File: config.mk
export PLATFORM = sky130hd
export DESIGN_NAME = instruction_fetch_unit
export DESIGN_NICKNAME = d
export VERILOG_FILES = /design/src/rtl/core_pkg.sv /design/src/rtl/if_id_reg.sv /design/src/rtl/instruction_fetch_unit.sv
export SDC_FILE = /design/constraint.sdc
export NUM_CORES = 1
export LEC_CHECK = 0
export ABC_AREA = 1
export CAP_MARGIN = 40
export CORE_MARGIN = 3
export CORE_UTILIZATION = 42
export DETAILED_ROUTE_END_ITERATION = 16
export GPL_TIMING_DRIVEN = 0
export PLACE_DENSITY = 0.8
export SETUP_SLACK_MARGIN = 0.5
export SLEW_MARGIN = 20
export SYNTH_ARGS = -nofsm -noshare
export SYNTH_HDL_FRONTEND = slang
export SYNTH_SLANG_ARGS = --single-unit
File: constraint.sdc
create_clock -name clk -period 1.6 [get_ports clk]
set_input_delay 0.32 -clock clk [delete_from_list [all_inputs] [get_ports clk]]
set_output_delay 0.32 -clock clk [all_outputs]
set_load 0.02 [all_outputs]
File: src/rtl/core_pkg.sv
// Shared core definitions: datapath widths, the NOP encoding and the fetch-unit state type.
package core_pkg;

    localparam int unsigned INSTR_W   = 32;
    localparam logic [INSTR_W-1:0] NOP_INSTR = 32'h0000_0000;
    localparam int unsigned PC_INCR   = 4;

    typedef enum logic [1:0] {
        S_BOOT = 2'd0,
        S_RUN  = 2'd1,
        S_HALT = 2'd2
    } ifu_state_t;

endpackage

File: src/rtl/if_id_reg.sv
// IF/ID pipeline register with load / hold / flush controls.
// Ports:
//   clk, reset      rising-edge clock, async active-low reset
//   load            capture instr_in / pc4_in and mark the slot valid
//   flush           load a bubble (wins over load)
//   instr_in/pc4_in fetched word and its PC+4
//   instr/pc4/valid registered IF/ID contents
// With neither load nor flush the register holds its contents (stall).
module if_id_reg
    import core_pkg::*;
#(
    parameter int unsigned PC_W = 10
) (
    input  logic               clk,
    input  logic               reset,
    input  logic               load,
    input  logic               flush,
    input  logic [INSTR_W-1:0] instr_in,
    input  logic [PC_W-1:0]    pc4_in,
    output logic [INSTR_W-1:0] instr,
    output logic [PC_W-1:0]    pc4,
    output logic               valid
);

    logic [INSTR_W-1:0] instr_q, instr_d;
    logic [PC_W-1:0]    pc4_q, pc4_d;
    logic               valid_q, valid_d;

    // Next-state: a bubble looks exactly like the reset contents.
    always_comb begin
        instr_d = instr_q;
        pc4_d   = pc4_q;
        valid_d = valid_q;
        if (flush) begin
            instr_d = NOP_INSTR;
            pc4_d   = '0;
            valid_d = 1'b0;
        end else if (load) begin
            instr_d = instr_in;
            pc4_d   = pc4_in;
            valid_d = 1'b1;
        end
    end

    always_ff @(posedge clk or negedge reset) begin
        if (!reset) begin
            instr_q <= NOP_INSTR;
            pc4_q   <= '0;
            valid_q <= 1'b0;
        end else begin
            instr_q <= instr_d;
            pc4_q   <= pc4_d;
            valid_q <= valid_d;
        end
    end

    assign instr = instr_q;
    assign pc4   = pc4_q;
    assign valid = valid_q;

endmodule

File: src/rtl/instruction_fetch_unit.sv
// IF stage: owns the byte-address PC, the next-PC mux and the boot/run/halt FSM,
// and feeds fetched words into the IF/ID register.
// Ports:
//   clk, reset                    rising-edge clock, async active-low reset
//   stall                         hold PC and IF/ID
//   branch_taken/branch_target    EX-resolved redirect (beats jump)
//   jump/jump_target              ID-decoded redirect
//   imem_instr / imem_pc          instruction memory data / address (= PC register)
//   ifid_instr/ifid_pc4/ifid_valid  IF/ID register outputs
//   halted                        FSM is in S_HALT
//   misalign_err                  sticky misaligned-redirect flag
// Build option: IFU_MISALIGN_TRAP_EN traps misaligned redirect targets
// (flag set, PC unchanged, halt); otherwise misalign_err is tied 0.
module instruction_fetch_unit
    import core_pkg::*;
#(
    parameter int unsigned     PC_W     = 10,
    parameter logic [PC_W-1:0] RESET_PC = '0,
    parameter logic [PC_W-1:0] LAST_PC  = PC_W'(20)
) (
    input  logic               clk,
    input  logic               reset,
    input  logic               stall,
    input  logic               branch_taken,
    input  logic [PC_W-1:0]    branch_target,
    input  logic               jump,
    input  logic [PC_W-1:0]    jump_target,
    input  logic [INSTR_W-1:0] imem_instr,
    output logic [PC_W-1:0]    imem_pc,
    output logic [INSTR_W-1:0] ifid_instr,
    output logic [PC_W-1:0]    ifid_pc4,
    output logic               ifid_valid,
    output logic               halted,
    output logic               misalign_err
);

    ifu_state_t      state_q, state_d;
    logic [PC_W-1:0] pc_q, pc_d;
    logic [PC_W-1:0] pc_plus4_c;
    logic [PC_W-1:0] redir_target_c;
    logic            redirect_c;
    logic            load_c;
    logic            flush_c;
`ifdef IFU_MISALIGN_TRAP_EN
    logic            misalign_q, misalign_d;
`endif

    // PC increment wraps modulo 2^PC_W by truncation.
    assign pc_plus4_c     = pc_q + PC_W'(PC_INCR);
    assign redirect_c     = branch_taken | jump;
    // EX branch is older than ID jump, so it wins.
    assign redir_target_c = branch_taken ? branch_target : jump_target;

    // Next-state / next-PC / IF/ID control.
    always_comb begin
        state_d = state_q;
        pc_d    = pc_q;
        load_c  = 1'b0;
        flush_c = 1'b0;
`ifdef IFU_MISALIGN_TRAP_EN
        misalign_d = misalign_q;
`endif
        if (redirect_c) begin
            // Redirect overrides stall and flushes the wrong-path word.
            flush_c = 1'b1;
`ifdef IFU_MISALIGN_TRAP_EN
            if (redir_target_c[1:0] != 2'b00) begin
                misalign_d = 1'b1;
                state_d    = S_HALT;
            end else begin
                pc_d    = redir_target_c;
                state_d = S_RUN;
            end
`else
            pc_d    = redir_target_c;
            state_d = S_RUN;
`endif
        end else begin
            case (state_q)
                S_BOOT: begin
                    // Memory is still loading; hold PC and emit a bubble.
                    flush_c = 1'b1;
                    state_d = S_RUN;
                end
                S_RUN: begin
                    if (!stall) begin
                        load_c = 1'b1;
                        pc_d   = pc_plus4_c;
                        if (pc_q == LAST_PC) begin
                            state_d = S_HALT;
                        end
                    end
                end
                S_HALT: begin
                    if (!stall) begin
                        flush_c = 1'b1;
                    end
                end
                default: begin
                    state_d = S_BOOT;
                end
            endcase
        end
    end

    always_ff @(posedge clk or negedge reset) begin
        if (!reset) begin
            state_q <= S_BOOT;
            pc_q    <= RESET_PC;
        end else begin
            state_q <= state_d;
            pc_q    <= pc_d;
        end
    end

`ifdef IFU_MISALIGN_TRAP_EN
    always_ff @(posedge clk or negedge reset) begin
        if (!reset) begin
            misalign_q <= 1'b0;
        end else begin
            misalign_q <= misalign_d;
        end
    end
    assign misalign_err = misalign_q;
`else
    assign misalign_err = 1'b0;
`endif

    if_id_reg #(
        .PC_W (PC_W)
    ) u_if_id_reg (
        .clk      (clk),
        .reset    (reset),
        .load     (load_c),
        .flush    (flush_c),
        .instr_in (imem_instr),
        .pc4_in   (pc_plus4_c),
        .instr    (ifid_instr),
        .pc4      (ifid_pc4),
        .valid    (ifid_valid)
    );

    assign imem_pc = pc_q;
    assign halted  = (state_q == S_HALT);

endmodule

Yosys cells after proc, flatten, opt, wreduce, memory -nomap -nowiden
Index checks and enable logic that the tools add are counted.
{"block": "totals", "word_cells": 38, "regBits": 55, "output_inout_bits": 55, "in_bits": 57}
{"block": "classes", "n_eq_ne": 7, "n_reduce_logical": 5, "bitwise_logic": 1, "addsub": 1, "mux": 19}
{"op": "32-bit 2-to-1 mux", "count": 2}
{"op": "10-bit 2-to-1 mux", "count": 6}
{"op": "10-bit by 3-bit adder with 10-bit output (second input constant)", "count": 1}
{"op": "10-bit by 5-bit == test with 1-bit output (second input constant)", "count": 1}
{"op": "1-bit 2-to-1 mux", "count": 6}
{"op": "2-bit 2-to-1 mux", "count": 3}
{"op": "3-bit inequality test (second input constant)", "count": 2}
{"op": "2-bit one-hot mux with 3 select lines", "count": 1}
{"op": "2-bit by 1-bit inequality test with 1-bit output (second input constant)", "count": 2}
{"op": "2-bit nonzero test", "count": 2}
{"op": "3-bit AND reduction", "count": 1}
{"op": "2-bit by 1-bit == test with 1-bit output (second input constant)", "count": 1}
{"op": "2-bit == test (second input constant)", "count": 1}
{"op": "2-bit zero test", "count": 1}
{"op": "1-bit one-hot mux with 2 select lines", "count": 1}
{"op": "2-bit AND reduction", "count": 1}
{"op": "1-bit bitwise OR", "count": 1}

Longest topological paths before layout
Gate-level depths: netlist of run 1.
{"block": "logic_depth", "ltp_word": 5, "mapped_depth": 8, "ltp_nobuf": 8}

By module
Synthesis of run 1 repeated with hierarchy kept, for this count alone.
{"block": "unflattened", "hier_cells": 325, "area_unflattened_um2": 2647.5}
{"mod": "if_id_reg", "cells_per_inst": 186, "area_each_um2": 1720.4, "seq_area_each_um2": 1076.0, "instances": 1}
{"mod": "instruction_fetch_unit", "cells_per_inst": 139, "area_each_um2": 927.1, "seq_area_each_um2": 300.3, "instances": 1}

Least setup slack after synthesis of run 1
Ideal clock, no wire load.
{"block": "synth_timing", "path_type": "reg-to-reg", "startpoint": "register pc_q[3], in the netlist imem_pc[3]", "endpoint": "register pc_q[8], in the netlist imem_pc[8]", "path_buffers": 0, "stages_incl_launch_ff": 7, "period_less_slack_ns": 1.331, "slack_ns": 0.269, "arrival_ns": 1.213, "required_time_ns": 1.482, "setup_ns": 0.118, "path_cell_list": "dfrtp_1 ha_1 nand3_1 nor2_1 nand3_1 nand3_1 nand2_1"}
{"block": "synth_via", "elab_chain_len": 4}
{"element": "from (decl)", "line": "instruction_fetch_unit.sv:38", "text": "logic [PC_W-1:0] pc_q, pc_d;"}
{"element": "from (signal assigned)", "line": "instruction_fetch_unit.sv:112", "text": "pc_q <= pc_d;"}
{"element": "10-bit by 3-bit adder with 10-bit output", "line": "instruction_fetch_unit.sv:49", "text": "assign pc_plus4_c = pc_q + PC_W'(PC_INCR);"}
{"element": "10-bit 2-to-1 mux", "line": "instruction_fetch_unit.sv:86", "text": "if (!stall) begin"}
{"element": "10-bit 2-to-1 mux", "line": "instruction_fetch_unit.sv:79", "text": "case (state_q)"}
{"element": "10-bit 2-to-1 mux", "line": "instruction_fetch_unit.sv:63", "text": "if (redirect_c) begin"}
No other way between the ends. The select of a mux whose other input is x is not followed.
A chain may end at the register's enable or synchronous reset.

Worst setup path in the final report of run 1
{"block": "layout_timing", "startpoint": "register state_q[1]", "endpoint": "output port halted"}
{"block": "layout_via", "elab_chain_len": 1}
{"element": "from (decl)", "line": "instruction_fetch_unit.sv:37", "text": "ifu_state_t state_q, state_d;"}
{"element": "from (signal assigned)", "line": "instruction_fetch_unit.sv:111", "text": "state_q <= state_d;"}
{"element": "2-bit == test", "line": "instruction_fetch_unit.sv:144", "text": "assign halted = (state_q == S_HALT);"}
{"element": "to (decl)", "line": "instruction_fetch_unit.sv:33", "text": "output logic halted,"}
No other way between the ends.

==> key figures, run 1 <==
Worst setup path
  • Critical path type: register to primary output
  • Flop2flop setup slack: 200 ps
  • Critical path arrival: 1090 ps
  • Setup crit end kind: primary output
  • Worst EP required: 1280 ps
  • Max FO, Critical Path: 3
  • CP Launch Type: register

Synth
  • Main synth FF type: dfrtp_1
  • #FFs+latches synth: 55
  • Syn_area_per_cell: 8.26 µm²
  • Post-synthesis sequential area ratio: 54.1%
  • Cell Area, Synth: 2540 µm²
  • Commonest cells post-synth: nand2_1, dfrtp_1, nor2_1
  • Post-synth top area share: 54.1%
  • Area contributors post-synth: dfrtp_1, nand2_1, nor2_1, buf_6, nand3_1
  • Distinct cells, synth: 27
  • Post-synth top area cell: dfrtp_1
  • Synthesized instance count: 308
  • Post-Syn Nets: 367
  • Asr flop ratio synth: 100%
  • YS warnings: 0
  • Most frequent cell after synthesis: nand2_1
  • EDFF count, synth: 0

Die
  • Core region area: 5680 µm²
  • Die area: 7030 µm²
  • Ports: 112
  • Chip height: 83.8 µm
  • Initial Util: 44.8%
  • Chip width: 83.8 µm
  • Row cnt: 27

Final layout
  • Inserted Diodes: 0
  • Area growth from synthesis to layout: 78.0%
  • Nets@finish: 540
  • Post-route cell area: 4530 µm²
  • Layout cells sized above 1: 37.3%

Placed design
  • Post-place setup slack: -305 ps
  • Hpwl dp: 4.95 mm
  • Area after DPL: 3780 µm²
  • Global placement routability congestion: 0.804
  • # port buffers: 110

Global routing
  • Initial antenna violation count: 0
  • Vias in the first global route: 2638
  • Largest net degree at the start of global routing: 56
  • First-pass GRT wire length: 12.1 mm
  • GRT Resource Usage Total: 20.9%
  • Gr ovfl total: 0

Power and ir drop
  • Sw Share: 29.1%
  • Clk pwr share: 24.0%
  • Max IR drop VDD: 0.379 mV
  • Pwr dens: 692 nW/µm²
  • Total Power: 3.13 mW
  • Comb power frac: 27.4%
  • Leakage: 2.36 nW
  • Flop pwr share: 48.5%
  • Psw: 0.913 mW
  • Internal: 2.22 mW

STA
  • Final Cycle Share: 88.3%
  • Slew Limit Fails: 0
  • Fin Hold WS: 57.4 ps
  • Final worst path period need: 1410 ps
  • Tightest Pin Transition: 695 ps
  • RSZ-0062 raised after global routing: true
  • Final Hold Fails: 0
  • Slew margin rel.: 53.7%
  • Fin Setup TNS: 0 ps
  • Clk_skew: 4.71 ps
  • Final setup vio count: 0
  • PnR worst setup slack: 187 ps
  • Achievable clock frequency: 708 MHz

Clock tree
  • TritonCTS buffer count: 5
  • Reg clk slew, reported paths: 100 ps
  • CTS root buffer: clkbuf_8
  • CTS tree: built
  • H-tree depth: 2
  • Sinks on Clock Net: 55
  • Clk Latency, worst-skew pair: 300 ps
  • Hold_buf cts: 0
  • Bufs on Longest Clock Path: 2

Detailed routing
  • Pre-antenna DRT Iters: 4
  • DR vias/cell: 4.84
  • DRT met1 WL: 3.13 mm
  • DRT iter0 DRCs: 135
  • Routed WL: 7.81 mm
  • Via count: 2679
  • Met2 routed WL: 3.94 mm
  • Met3 Routed Length: 624 µm
  • Top Metal Used: met4
  • Wire length per cell: 14.1 µm
  • Post-route DRC: 0
  • Post-detailed-route count of antenna-violating nets: 0

Run
  • Max cap viols: 0

Outcome
  • Status: complete, no violations

Hold path
  • HP Class: input pin to asynchronous set/reset pin
worst max-delay path, cell delays in order (launching register included):
cell	delay (ps)
dfrtp_2	410
inv_1	80
nor2_2	160
buf_6	140
metal layers:
layer	up-vias	GRT usage, %
li1	1294	-
met1	1252	24.8
met2	123	37.5
met3	10	5.43
met4	0	5.26
met5	-	0
per-stage QoR:
step	std cells	utilization, %
2_1_floorplan	308	-
3_3_place_gp	490	66.7
3_5_place_dp	490	66.6
4_1_cts	534	75.6
5_1_grt	554	79.8
6_report	554	79.8
cell type report:
type | count | area (µm²)
Fill cell | 357 | 1150
Inverter | 16 | 62.6
Sequential cell | 55 | 1390
Timing Repair Buffer | 165 | 1640
Multi-Input combinational cell | 229 | 1170
Buffer | 9 | 95.1
Tap cell | 72 | 90.1
Clock inverter | 2 | 12.5
Clock buffer | 6 | 72.6
flip-flops by register name, indices dropped and copies added, names as in the netlist:
signal	flops
imem_pc	10
state_q	2
u_if_id_reg.instr	32
u_if_id_reg.pc4	10
u_if_id_reg.valid	1
kinds of logic after synthesis:
family	synth area share, %
other cells	0.147
simple gates	34.3
flops	54.1
compound gates	4.33
fa+ha+maj	0.984
buf+inv	6.10
worst paths after layout:
| check | to | depth (start not counted) | from |
|---|---|---|---|
| worst max-delay path | halted | 3 | state_q[1] |
| worst min-delay path | u_if_id_reg.instr[2] | 1 | reset |
| worst max register to register | u_if_id_reg.instr[5] | 8 | state_q[1] |
| worst min register to register | u_if_id_reg.instr[15] | 2 | u_if_id_reg.instr[15] |
| max in group asynchronous | imem_pc[3] | 1 | reset |
| min in group clk | u_if_id_reg.instr[15] | 2 | u_if_id_reg.instr[15] |
power groups by stage:
| stage | Clock, mW | Sequential [mW] | Combinational [mW] |
|---|---|---|---|
| 2_1_floorplan | 0 | 1.63 | 0.194 |
| 3_3_place_gp | 0 | 1.55 | 0.622 |
| 3_5_place_dp | 0 | 1.55 | 0.630 |
| 4_1_cts | 0.779 | 1.52 | 0.776 |
| 5_1_grt | 0.835 | 1.53 | 0.924 |
| 6_report | 0.753 | 1.52 | 0.860 |
what timing repair did:
item / CTS / global route
buffers inserted: 33 / 20
endpoints found under the setup margin: 109 / 107
cloned: 3 / 0
pin swaps: 14 / 12
resized for setup: 355 / 22
layout by cell type, fill, tap and decap left out, types with 5 or more instances in the layout:
master	count
buf_4	45
buf_6	70
clkbuf_8	5
clkdlybuf4s50_1	52
dfrtp_1	48
dfrtp_2	7
inv_1	12
nand2_1	150
nand2_2	13
nand3_1	9
nor2_1	8
nor2_2	8
nor2_4	6
o21ai_1	6
Note: power is estimated with default switching activity, not from simulation.
==> inputs of run 2 (changes only) <==
Settings changed: CTS_CLUSTER_SIZE set to 16.
==> results of run 2 <==
The final DEF is identical to that of run 1; final timing and power are the same.
==> inputs of run 3 (changes only) <==
Settings changed: CAP_MARGIN 40 to 20, PLACE_DENSITY 0.8 to not set, PLACE_DENSITY_LB_ADDON set to 0.2.
==> run 3 against run 2 <==
  * Clock skew is 3.3 ps higher
  * Sequential share of layout area down 1.9 points
  * Largest power group unchanged
  * Power rose by 2.9%
  * Die area unchanged
  * Register-to-register slack worse by 40 ps
  * Combinational power rose by 5.5%
  * Critical endpoint is now u_if_id_reg.instr[7]
  * First-iteration DRC count fell by 8.9%
  * Worst hold slack lost 18 ps
==> key figures, run 3 (synthesized netlist as in run 1, its figures left out) <==
Outcome
  • Status: complete, no violations (unchanged)

Final layout
  • Inserted Diodes: 0 (unchanged)
  • Nets@finish: 547 (was 540)
  • Most frequent cells in the layout: nand2_1, buf_6, clkdlybuf4s50_1 (unchanged)
  • Layout cells sized above 1: 46.9% (was 37.3%)
  • Fillers: 298 (was 357)
  • Max reg flops: 32 (unchanged)
  • Most common cell after layout, fill and taps aside: nand2_1 (unchanged)
  • Area growth from synthesis to layout: 89.6% (was 78.0%)
  • Post-route cell area: 4820 µm² (was 4530 µm²)

Clock tree
  • CTS root buffer: clkbuf_8 (unchanged)
  • TritonCTS buffer count: 5 (unchanged)
  • CTS tree: built (unchanged)
  • Bufs on Longest Clock Path: 2 (unchanged)
  • H-tree depth: 2 (unchanged)
  • Sinks on Clock Net: 55 (unchanged)
  • Reg clk slew, reported paths: 100 ps (about the same)
  • Clk Latency, worst-skew pair: 310 ps (was 300 ps)

Placed design
  • Global placement routability congestion: 0.795 (was 0.804)
  • # port buffers: 110 (unchanged)
  • Post-place setup slack: -266 ps (was -305 ps)
  • Area after DPL: 3780 µm² (unchanged)
  • Hpwl dp: 4.95 mm (about the same)

Global routing
  • GRT Resource Usage Total: 22.5% (was 20.9%)
  • First-pass GRT wire length: 12.8 mm (was 12.1 mm)
  • Vias in the first global route: 2628 (was 2638)
  • Gr ovfl total: 0 (unchanged)
  • Largest net degree at the start of global routing: 56 (unchanged)
  • Initial antenna violation count: 0 (unchanged)

Worst setup path
  • Worst path buffer plus inverter count: 3 (was 2)
  • CP Launch Type: register (unchanged)
  • CP Cell Sequence: buf_6, nor2_4, nand2_8, nand2_8, nor2_8, buf_12, clkbuf_16, nand2_2, nand2_1 (was inv_1, nor2_2, buf_6)
  • Worst Reg-to-Reg Cells: 9 (was 8)
  • Slowest stage delay, CP: 410 ps (about the same)
  • Critical path arrival: 1660 ps (was 1090 ps)
  • Critical path type: register to register (was register to primary output)
  • Max FO, Critical Path: 5 (was 3)
  • CP dominant cell by count: nand2_8
  • Capturing point of the worst reg2reg path: u_if_id_reg.instr[7] (was u_if_id_reg.instr[5])
  • Setup crit end kind: register (was primary output)
  • Worst EP required: 1810 ps (was 1280 ps)
  • R2R Path Start: state_q[1] (unchanged)
  • CP top delay family: simple AND/OR/NAND/NOR gates (was flip-flops)
  • Flop2flop setup slack: 160 ps (was 200 ps)
  • Slowest library cell on the worst path: dfrtp_1 (was dfrtp_2)

Die
  • Core region area: 5680 µm² (unchanged)
  • Initial Util: 44.8% (unchanged)
  • Chip width: 83.8 µm (unchanged)
  • Chip height: 83.8 µm (unchanged)
  • Row cnt: 27 (unchanged)
  • Die area: 7030 µm² (unchanged)
  • Ports: 112 (unchanged)

STA
  • Clk_skew: 8.04 ps (was 4.71 ps)
  • Final worst path period need: 1440 ps (was 1410 ps)
  • Slew Limit Fails: 0 (unchanged)
  • RSZ-0062 raised after global routing: true (unchanged)
  • Fin Hold WS: 39.7 ps (was 57.4 ps)
  • Final Hold Fails: 0 (unchanged)
  • PnR worst setup slack: 156 ps (was 187 ps)
  • Final Cycle Share: 90.2% (was 88.3%)
  • Achievable clock frequency: 693 MHz (was 708 MHz)
  • Tightest Pin Transition: 704 ps (was 695 ps)
  • Slew margin rel.: 53.1% (was 53.7%)
  • Fin Setup TNS: 0 ps (unchanged)
  • Final setup vio count: 0 (unchanged)

Detailed routing
  • DR vias/cell: 5.00 (was 4.84)
  • Post-route DRC: 0 (unchanged)
  • Wire length per cell: 16.6 µm (was 14.1 µm)
  • Post-detailed-route count of antenna-violating nets: 0 (unchanged)
  • Pre-antenna DRT Iters: 4 (unchanged)
  • Routed WL: 9.27 mm (was 7.81 mm)
  • DRT iter0 DRCs: 123 (was 135)
  • Via count: 2798 (was 2679)

Power and ir drop
  • Max IR drop VDD: 0.422 mV (was 0.379 mV)
  • Pwr dens: 669 nW/µm² (was 692 nW/µm²)
  • Total Power: 3.23 mW (was 3.13 mW)
  • Leakage: 2.60 nW (was 2.36 nW)

Run
  • Max cap viols: 0 (unchanged)

Hold path
  • HP Class: input pin to asynchronous set/reset pin (unchanged)
run 3: timing repair:
action                     CTS  global route
pin swaps                   15            24
gates resized for setup    365            73
hold buffers                 0             0
setup endpoints to repair  109           107
cloned                       3             2
setup buffers               34            24
run 3: how the worst max path moves through the flow:
stage                            endpoint  cells after the start  slack (ps)       start
finish               u_if_id_reg.instr[7]                      9         160  state_q[1]
detailed placement  u_if_id_reg.instr[20]                      7        -270        jump
global route            u_if_id_reg.valid                      9          70  state_q[1]
floorplan              u_if_id_reg.pc4[5]                      8         400  state_q[0]
CTS                 u_if_id_reg.instr[20]                      8         190  state_q[1]
global placement               imem_pc[5]                      1       -1710       reset
run 3: power by group:
part           total [mW]  internal [mW]  switching [mW]
registers            1.52           1.46          0.0611
logic               0.907          0.474           0.434
clock network       0.798          0.341           0.457
run 3: final cells by class:
type                            instances  area (µm²)  share of cell area, %
Sequential cell                        55        1380                   28.7
Multi-Input combinational cell        228        1340                   27.7
Inverter                               16        65.1                   1.35
Clock inverter                          1        5.00                  0.104
Clock buffer                            6        82.6                   1.71
Buffer                                  9         110                   2.28
Tap cell                               72        90.1                   1.87
Timing Repair Buffer                  173        1750                   36.3
run 3: per-stage QoR:
step | util, % | std cells
after floorplan | - | 308
after global placement | 66.7 | 490
after detailed placement | 66.6 | 490
after CTS | 76.9 | 534
after global routing | 85.0 | 560
final | 85.0 | 560
run 3: layer usage:
layer | global-route usage [%] | vias up | part of all wire [%]
met5 | 0 | - | 0
met3 | 5.73 | 26 | 6.6
li1 | - | 1303 | -
met2 | 40.1 | 124 | 54
met1 | 27.0 | 1345 | 37
met4 | 5.85 | 0 | 2.4
